### src/rtl/tone_pkg.sv
// Shared definitions for the note tone generator.
// Holds the octave-0 half-period table for a 100 MHz clock, the note/octave
// range limits, and the FSM state encoding used by note_tone_gen.
package tone_pkg;

  localparam int NOTES_PER_OCT = 12;
  localparam int MAX_OCT       = 5;
  localparam int BASE_W        = 20;

  typedef enum logic {
    IDLE = 1'b0,
    PLAY = 1'b1
  } state_e;

  // Half-period in 100 MHz clock cycles for C2..B2; higher octaves are
  // derived by right-shifting. Out-of-range notes return 0 and are flagged
  // separately by the lookup.
  function automatic logic [BASE_W-1:0] base_half(input logic [3:0] note);
    logic [BASE_W-1:0] val;
    case (note)
      4'd0:    val = 20'd764452;
      4'd1:    val = 20'd721544;
      4'd2:    val = 20'd681049;
      4'd3:    val = 20'd642824;
      4'd4:    val = 20'd606745;
      4'd5:    val = 20'd572691;
      4'd6:    val = 20'd540549;
      4'd7:    val = 20'd510210;
      4'd8:    val = 20'd481573;
      4'd9:    val = 20'd454545;
      4'd10:   val = 20'd429034;
      4'd11:   val = 20'd404955;
      default: val = '0;
    endcase
    return val;
  endfunction

endpackage

### src/rtl/note_period_lut.sv
// Combinational half-period lookup.
// Ports:
//   octave    in  3      octave 0..5
//   note      in  4      semitone 0..11
//   half      out CNT_W  half-period in clock cycles, never 0
//   range_err out 1      note or octave outside the playable range
module note_period_lut
  import tone_pkg::*;
#(
  parameter int CNT_W     = 20,
  parameter int SIM_SHIFT = 0
) (
  input  logic [2:0]       octave,
  input  logic [3:0]       note,
  output logic [CNT_W-1:0] half,
  output logic             range_err
);

  logic [BASE_W-1:0] shifted;
  logic [CNT_W-1:0]  trunc;

  // A zero half-period would stall the counter reload, so very high
  // pitches (or large SIM_SHIFT) are clamped to the fastest toggle rate.
  always_comb begin
    range_err = (note >= 4'(NOTES_PER_OCT)) || (octave > 3'(MAX_OCT));
    shifted   = (base_half(note) >> octave) >> SIM_SHIFT;
    trunc     = CNT_W'(shifted);
    half      = (trunc == '0) ? CNT_W'(1) : trunc;
  end

endmodule

### src/rtl/note_tone_gen.sv
// Square-wave tone generator.
// Turns an {octave, note} request into a 50% duty audio bit. Pitch changes
// and note-off only take effect on a half-period boundary so the output
// never carries a runt pulse.
// Ports:
//   clk         in  1  100 MHz system clock
//   rst_n       in  1  asynchronous active-low reset
//   note_valid  in  1  request present on octave/note
//   note_ready  out 1  request accepted when note_valid & note_ready
//   octave      in  3  octave 0..5
//   note        in  4  semitone 0..11
//   note_off    in  1  single-cycle stop request
//   audio_out   out 1  square wave
//   active      out 1  high while a tone is playing
//   bad_note    out 1  one-cycle pulse after an out-of-range request
module note_tone_gen
  import tone_pkg::*;
#(
  parameter int CNT_W     = 20,
  parameter int SIM_SHIFT = 0
) (
  input  logic       clk,
  input  logic       rst_n,
  input  logic       note_valid,
  output logic       note_ready,
  input  logic [2:0] octave,
  input  logic [3:0] note,
  input  logic       note_off,
  output logic       audio_out,
  output logic       active,
  output logic       bad_note
);

  state_e           state_q, state_d;
  logic             audio_q, audio_d;
  logic [CNT_W-1:0] count_q, count_d;
  logic [CNT_W-1:0] cur_half_q, cur_half_d;
  logic [CNT_W-1:0] pend_half_q, pend_half_d;
  logic             pending_q, pending_d;
  logic             stop_q, stop_d;
  logic             bad_q, bad_d;

  logic [CNT_W-1:0] lut_half;
  logic             range_err;
  logic             accept;
  logic             good_req;
  logic             take_req;
  logic             boundary;

  note_period_lut #(
    .CNT_W    (CNT_W),
    .SIM_SHIFT(SIM_SHIFT)
  ) u_lut (
    .octave   (octave),
    .note     (note),
    .half     (lut_half),
    .range_err(range_err)
  );

  assign note_ready = !pending_q;
  assign audio_out  = audio_q;
  assign active     = (state_q == PLAY);
  assign bad_note   = bad_q;

  // Next-state logic. In PLAY a fresh in-range request without a
  // simultaneous note_off cancels any stop that is waiting, which is why the
  // stop branch is gated by take_req. A note_off in the same cycle as a
  // request wins and the request is simply dropped.
  always_comb begin
    state_d     = state_q;
    audio_d     = audio_q;
    count_d     = count_q;
    cur_half_d  = cur_half_q;
    pend_half_d = pend_half_q;
    pending_d   = pending_q;
    stop_d      = stop_q;
    accept      = note_valid && !pending_q;
    good_req    = accept && !range_err;
    bad_d       = accept && range_err;
    take_req    = good_req && !note_off;
    boundary    = (count_q == '0);

    case (state_q)
      IDLE: begin
        if (good_req) begin
          state_d    = PLAY;
          audio_d    = 1'b1;
          count_d    = lut_half - CNT_W'(1);
          cur_half_d = lut_half;
          stop_d     = 1'b0;
          pending_d  = 1'b0;
        end
      end

      PLAY: begin
        count_d = count_q - CNT_W'(1);
        if (boundary && stop_q && !take_req) begin
          state_d   = IDLE;
          audio_d   = 1'b0;
          count_d   = '0;
          stop_d    = 1'b0;
          pending_d = 1'b0;
        end else begin
          if (boundary) begin
            audio_d = !audio_q;
            if (pending_q) begin
              count_d    = pend_half_q - CNT_W'(1);
              cur_half_d = pend_half_q;
              pending_d  = 1'b0;
            end else begin
              count_d = cur_half_q - CNT_W'(1);
            end
          end
          // Requests seen on the boundary cycle land in pending and apply at
          // the following boundary, never the current one.
          if (note_off) begin
            stop_d = 1'b1;
          end else if (take_req) begin
            pending_d   = 1'b1;
            pend_half_d = lut_half;
            stop_d      = 1'b0;
          end
        end
      end

      default: state_d = IDLE;
    endcase
  end

  always_ff @(posedge clk or negedge rst_n) begin
    if (!rst_n) begin
      state_q     <= IDLE;
      audio_q     <= 1'b0;
      count_q     <= '0;
      cur_half_q  <= '0;
      pend_half_q <= '0;
      pending_q   <= 1'b0;
      stop_q      <= 1'b0;
      bad_q       <= 1'b0;
    end else begin
      state_q     <= state_d;
      audio_q     <= audio_d;
      count_q     <= count_d;
      cur_half_q  <= cur_half_d;
      pend_half_q <= pend_half_d;
      pending_q   <= pending_d;
      stop_q      <= stop_d;
      bad_q       <= bad_d;
    end
  end

endmodule
### config.mk
export PLATFORM = sky130hd
export DESIGN_NAME = note_tone_gen
export DESIGN_NICKNAME = d
export VERILOG_FILES = /design/src/rtl/tone_pkg.sv /design/src/rtl/note_period_lut.sv /design/src/rtl/note_tone_gen.sv
export SDC_FILE = /design/constraint.sdc
export NUM_CORES = 1
export LEC_CHECK = 0
export BUFFER_PORTS_ARGS = -buffer_cell sky130_fd_sc_hd__buf_2
export CORE_MARGIN = 5
export CORE_UTILIZATION = 45
export CTS_CLUSTER_DIAMETER = 40
export DETAILED_ROUTE_END_ITERATION = 12
export PLACE_DENSITY_LB_ADDON = 0.2
export SETUP_SLACK_MARGIN = 0.3
export SKIP_LAST_GASP = 1
export SYNTH_ARGS = -nofsm -noshare
export SYNTH_HDL_FRONTEND = slang
export SYNTH_SLANG_ARGS = --single-unit
### constraint.sdc
create_clock -name clk -period 6.3 [get_ports clk]
set_input_delay 1.26 -clock clk [delete_from_list [all_inputs] [get_ports clk]]
set_output_delay 1.26 -clock clk [all_outputs]
set_load 0.05 [all_outputs]
==> run summary <==
==========================================================================================
Floorplan Core Area                                                            0.01314 mm²
Count of final max-slew check failures                                                   0
Power per standard cell area                                                  180.0 mW/mm²
Ratio of final minimum period to clock period                                       0.7083
R2r endpoint                                                                   count_q[10]
Share of total power in combinational logic                                          0.188
Top Ports                                                                               15
Top cell type by total area after synthesis                                   sky130_fd_sc_hd__dfrtp_1
Post-synth ARST share                                                                1.000
Largest stage delay on the critical path                                           0.70 ns
Critical path type                                                                  in2reg
Die area                                                                       0.01569 mm²
Clock buffer count from CTS                                                              9
Vias after detailed routing                                                           5951
Fraction of layout cells with a size suffix above 1                                 0.1203
Total number of placement rows                                                          42
First-pass GRT wire length                                                        31.46 mm
Number of vias per cell after detailed routing                                       6.497
Number of nets still failing antenna checks after routing                                0
Initial cell density of the core                                                    0.4550
Netlist area before placement                                                 0.005978 mm²
Clock insertion delay at the later pin of the skew report                          0.34 ns
Cell type of the slowest stage on the worst timing path                       sky130_fd_sc_hd__o311ai_0
Top post-synthesis cells by area                                              sky130_fd_sc_hd__dfrtp_1, sky130_fd_sc_hd__nand2_1, sky130_fd_sc_hd__a21oi_1
Iter 0 DRT Violations                                                                  706
Detail-routed net length per standard cell                                        21.09 µm
Number of nets in the synthesized netlist                                              775
Time the worst path needs with I/O delays and setup                               4.462 ns
Root buf cell                                                                 sky130_fd_sc_hd__clkbuf_16
Total DRC errors in the routed layout                                                    0
Critical Path End Type                                                            register
Clock Skews                                                                     0.01059 ns
Count of antenna diodes in the layout                                                    0
Area overhead of the layout relative to synthesis                                   7.074%
Final HPWL DP                                                                     13.44 mm
Beginning of the worst register-to-register path                                 pending_q
Kind of cell with the highest combined delay on the critical path             compound AO/OA/AOI/OAI gates
Total global routing overflow                                                            0
Buffer levels on the longest clock path                                                  2
Hold Path Origin                                                                 audio_out
Sequential-to-total area share from yosys stat                                      0.2721
RSZ-0062 raised after global routing                                                    no
Max-cap check violation count                                                            0
EDFF count, synth                                                                        0
Worst EP arrival                                                                   4.69 ns
Leakage power total                                                               2.636 nW
Number of buffer cells added on primary ports                                           14
Switching fraction of total power                                                   0.2811
Element type at the critical path start                                         input port
Hold Buf Count CTS                                                                       0
Maximum frequency from static timing analysis                                   0.2241 GHz
Clock edge transition at the registers on the reported setup and hold paths        0.05 ns
Maximum number of pins on one net before global-route repair                            66
Resize count post-CTS                                                                    0
Primary flip-flop cell chosen by synthesis mapping                            sky130_fd_sc_hd__dfrtp_1
Count of buffering cells on the critical path with inverters included                    3
Gate count of the mapped netlist                                                       754
Run status                                                                    finished clean
Setup total negative slack                                                            0 ns
First-pass iteration count of the detailed router                                        5
Net switching power                                                            0.0003238 W
Cell Area, Placed                                                             0.006092 mm²
TritonCTS sink count                                                                    65
Minimum setup slack among reg-to-reg paths                                         2.39 ns
Clock tree from TritonCTS                                                             done
Final setup viols                                                                        0
Portion of synthesized cell area occupied by the leading cell type                  0.2721
Final weighted congestion in routability-driven placement                           0.9519
Combined global-route utilization of all metal layers                               0.2485
Number of storage elements in the synthesis netlist                                     65
Actual transition at the worst max-transition pin                                 1.103 ns
Buffers inserted by post-CTS timing repair                                               0
Count of yosys warnings during synthesis                                                 0
Routed Wire Length                                                                19.32 mm
Worst Hold Path EP                                                               audio_out
Remaining max-slew budget at the tightest pin                                       0.2455
Min-Delay Path Depth                                                                     1
Worst-path maximum fanout                                                               18
Pwr Total                                                                       0.001152 W
Cell-by-cell listing of the critical path                                     buf_2 > inv_1 > ha_1 > nor2b_1 > o311ai_0 > o31ai_1 > a221o_1 > ha_1 > inv_1 > a2111oi_4 > and4_1 > xor2_1 > a21oi_1 > o22a_1
Min-Delay Path Class                                                               reg2reg
Final nets                                                                             756
Seq pwr share                                                                        0.363
Internal power                                                                 0.0008283 W
Peak supply drop                                                                 0.2747 mV
Share of total power in the clock network                                            0.449
Die X                                                                             125.3 µm
Final design instance area without fill                                       0.006401 mm²
Total count of hold-check failures in the final report                                   0
H-tree level count                                                                       3
Average cell area after synthesis                                                7.929 µm²
Number of cells on the worst reg-to-reg path                                            10
Required time at the endpoint of the critical path                                 6.53 ns
Number of antenna violations at the first check in global routing                        0
Via count of the first global-routing pass                                            5639
Die Height                                                                        125.3 µm
Yosys cell types                                                                        79
==========================================================================================
-- cell type report --
type / instances / area, µm²
Tap cell: 176 / 220.2
Fill cell: 1279 / 6736
Timing Repair Buffer: 27 / 167.7
Clock inverter: 2 / 35.03
Multi-Input combinational cell: 619 / 4029
Inverter: 13 / 48.80
Sequential cell: 65 / 1627
Clock buffer: 14 / 274.0
-- routing by layer --
metal | GRT usage | wire, µm | up-vias
li1 | - | - | 2768
met1 | 0.3497 | 8550 | 2855
met2 | 0.3686 | 8648 | 283
met3 | 0.05458 | 1401 | 45
met4 | 0.1065 | 718 | 0
met5 | 0 | 0 | -
-- cells by family after synthesis --
logic type / after synthesis / synth area share
AND/OR/NAND/NOR: 268 / 0.2252
adder cells (fa/ha/maj): 10 / 0.02093
AO/OA/AOI/OAI: 263 / 0.2918
XOR/XNOR: 29 / 0.04249
flip-flops: 65 / 0.2721
buffers and inverters: 70 / 0.05442
multiplexers: 49 / 0.09313
-- metrics by stage --
stage	utilization	hold WS (ns)	setup WS (ns)	std cells
2_1_floorplan	-	0.4588	1.935	754
3_3_place_gp	0.4637	0.4700	1.645	900
3_5_place_dp	0.4637	0.4814	1.604	900
4_1_cts	0.4872	0.4908	1.946	916
5_1_grt	0.4872	0.5336	1.655	916
6_report	0.4872	0.4846	1.838	916
-- worst max path at each step --
stage / start / endpoint / slack (ns) / cells after the start
finish: note[0] / count_q[10] / 1.84 / 14
global route: octave[2] / count_q[10] / 1.65 / 13
CTS: note[0] / count_q[10] / 1.95 / 14
detailed placement: note[0] / count_q[10] / 1.60 / 14
global placement: octave[2] / count_q[10] / 1.65 / 13
floorplan: note[0] / count_q[10] / 1.94 / 15
-- state kept, by name, summed over array words and instances (netlist names) --
| signal | cells |
|---|---|
| pending_q | 1 |
| bad_note | 1 |
| active | 1 |
| cur_half_q | 20 |
| pend_half_q | 20 |
| count_q | 20 |
| stop_q | 1 |
| audio_out | 1 |
-- placed cells by master, fill, tap and decap left out, drive strengths merged, types with 8 or more instances in the layout --
cell	netlist	layout
o211ai	8	8
nor2b	9	9
a21oi	65	65
o21ai	70	70
dfrtp	65	65
nor3	20	20
clkbuf	24	14
or3	14	14
a22oi	12	12
mux2	23	23
a211oi	9	9
nor4	10	10
buf	33	27
xnor2	14	14
nand2	89	89
nand2b	13	13
nand3	12	12
nor2	58	58
xor2	15	15
nand3b	8	8
nor3b	8	8
mux2i	23	23
inv	12	12
ha	10	10
o22ai	20	20
-- power by group through the flow --
| stage | Combinational [W] | Sequential [W] | Clock, W |
|---|---|---|---|
| final | 0.000217 | 0.000418 | 0.000517 |
| after global routing | 0.000237 | 0.000418 | 0.000550 |
| after CTS | 0.000213 | 0.000418 | 0.000531 |
| after detailed placement | 0.000212 | 0.000425 | 0 |
| after global placement | 0.000212 | 0.000425 | 0 |
| after floorplan | 0.000158 | 0.000425 | 0 |
-- cell usage after synthesis, types with 3 or more instances --
cell type / count
sky130_fd_sc_hd__nand2_1: 88
sky130_fd_sc_hd__a21oi_1: 65
sky130_fd_sc_hd__dfrtp_1: 65
sky130_fd_sc_hd__nor2_1: 57
sky130_fd_sc_hd__o21ai_0: 54
sky130_fd_sc_hd__clkbuf_1: 24
sky130_fd_sc_hd__mux2i_1: 23
sky130_fd_sc_hd__mux2_2: 22
sky130_fd_sc_hd__buf_2: 20
sky130_fd_sc_hd__o22ai_1: 20
sky130_fd_sc_hd__nor3_1: 19
sky130_fd_sc_hd__o21ai_1: 16
sky130_fd_sc_hd__xor2_1: 15
sky130_fd_sc_hd__or3_1: 14
sky130_fd_sc_hd__xnor2_1: 14
sky130_fd_sc_hd__nand2b_1: 13
sky130_fd_sc_hd__a22oi_1: 12
sky130_fd_sc_hd__nand3_1: 12
sky130_fd_sc_hd__inv_1: 11
sky130_fd_sc_hd__ha_1: 10
sky130_fd_sc_hd__nor4_1: 10
sky130_fd_sc_hd__nor2b_1: 9
sky130_fd_sc_hd__a211oi_1: 8
sky130_fd_sc_hd__nand3b_1: 8
sky130_fd_sc_hd__o211ai_1: 8
sky130_fd_sc_hd__a21o_1: 7
sky130_fd_sc_hd__buf_1: 7
sky130_fd_sc_hd__o21a_1: 7
sky130_fd_sc_hd__a31oi_1: 6
sky130_fd_sc_hd__nor3b_1: 6
sky130_fd_sc_hd__o221ai_1: 6
sky130_fd_sc_hd__o22a_1: 6
sky130_fd_sc_hd__a221oi_1: 5
sky130_fd_sc_hd__and3_1: 5
sky130_fd_sc_hd__o31ai_1: 5
sky130_fd_sc_hd__a22o_1: 4
sky130_fd_sc_hd__and2_1: 4
sky130_fd_sc_hd__buf_6: 4
sky130_fd_sc_hd__o2bb2ai_1: 4
sky130_fd_sc_hd__a2111oi_2: 3
sky130_fd_sc_hd__mux4_2: 3
sky130_fd_sc_hd__o32a_1: 3
No activity file was read; power rests on OpenSTA's default activity.
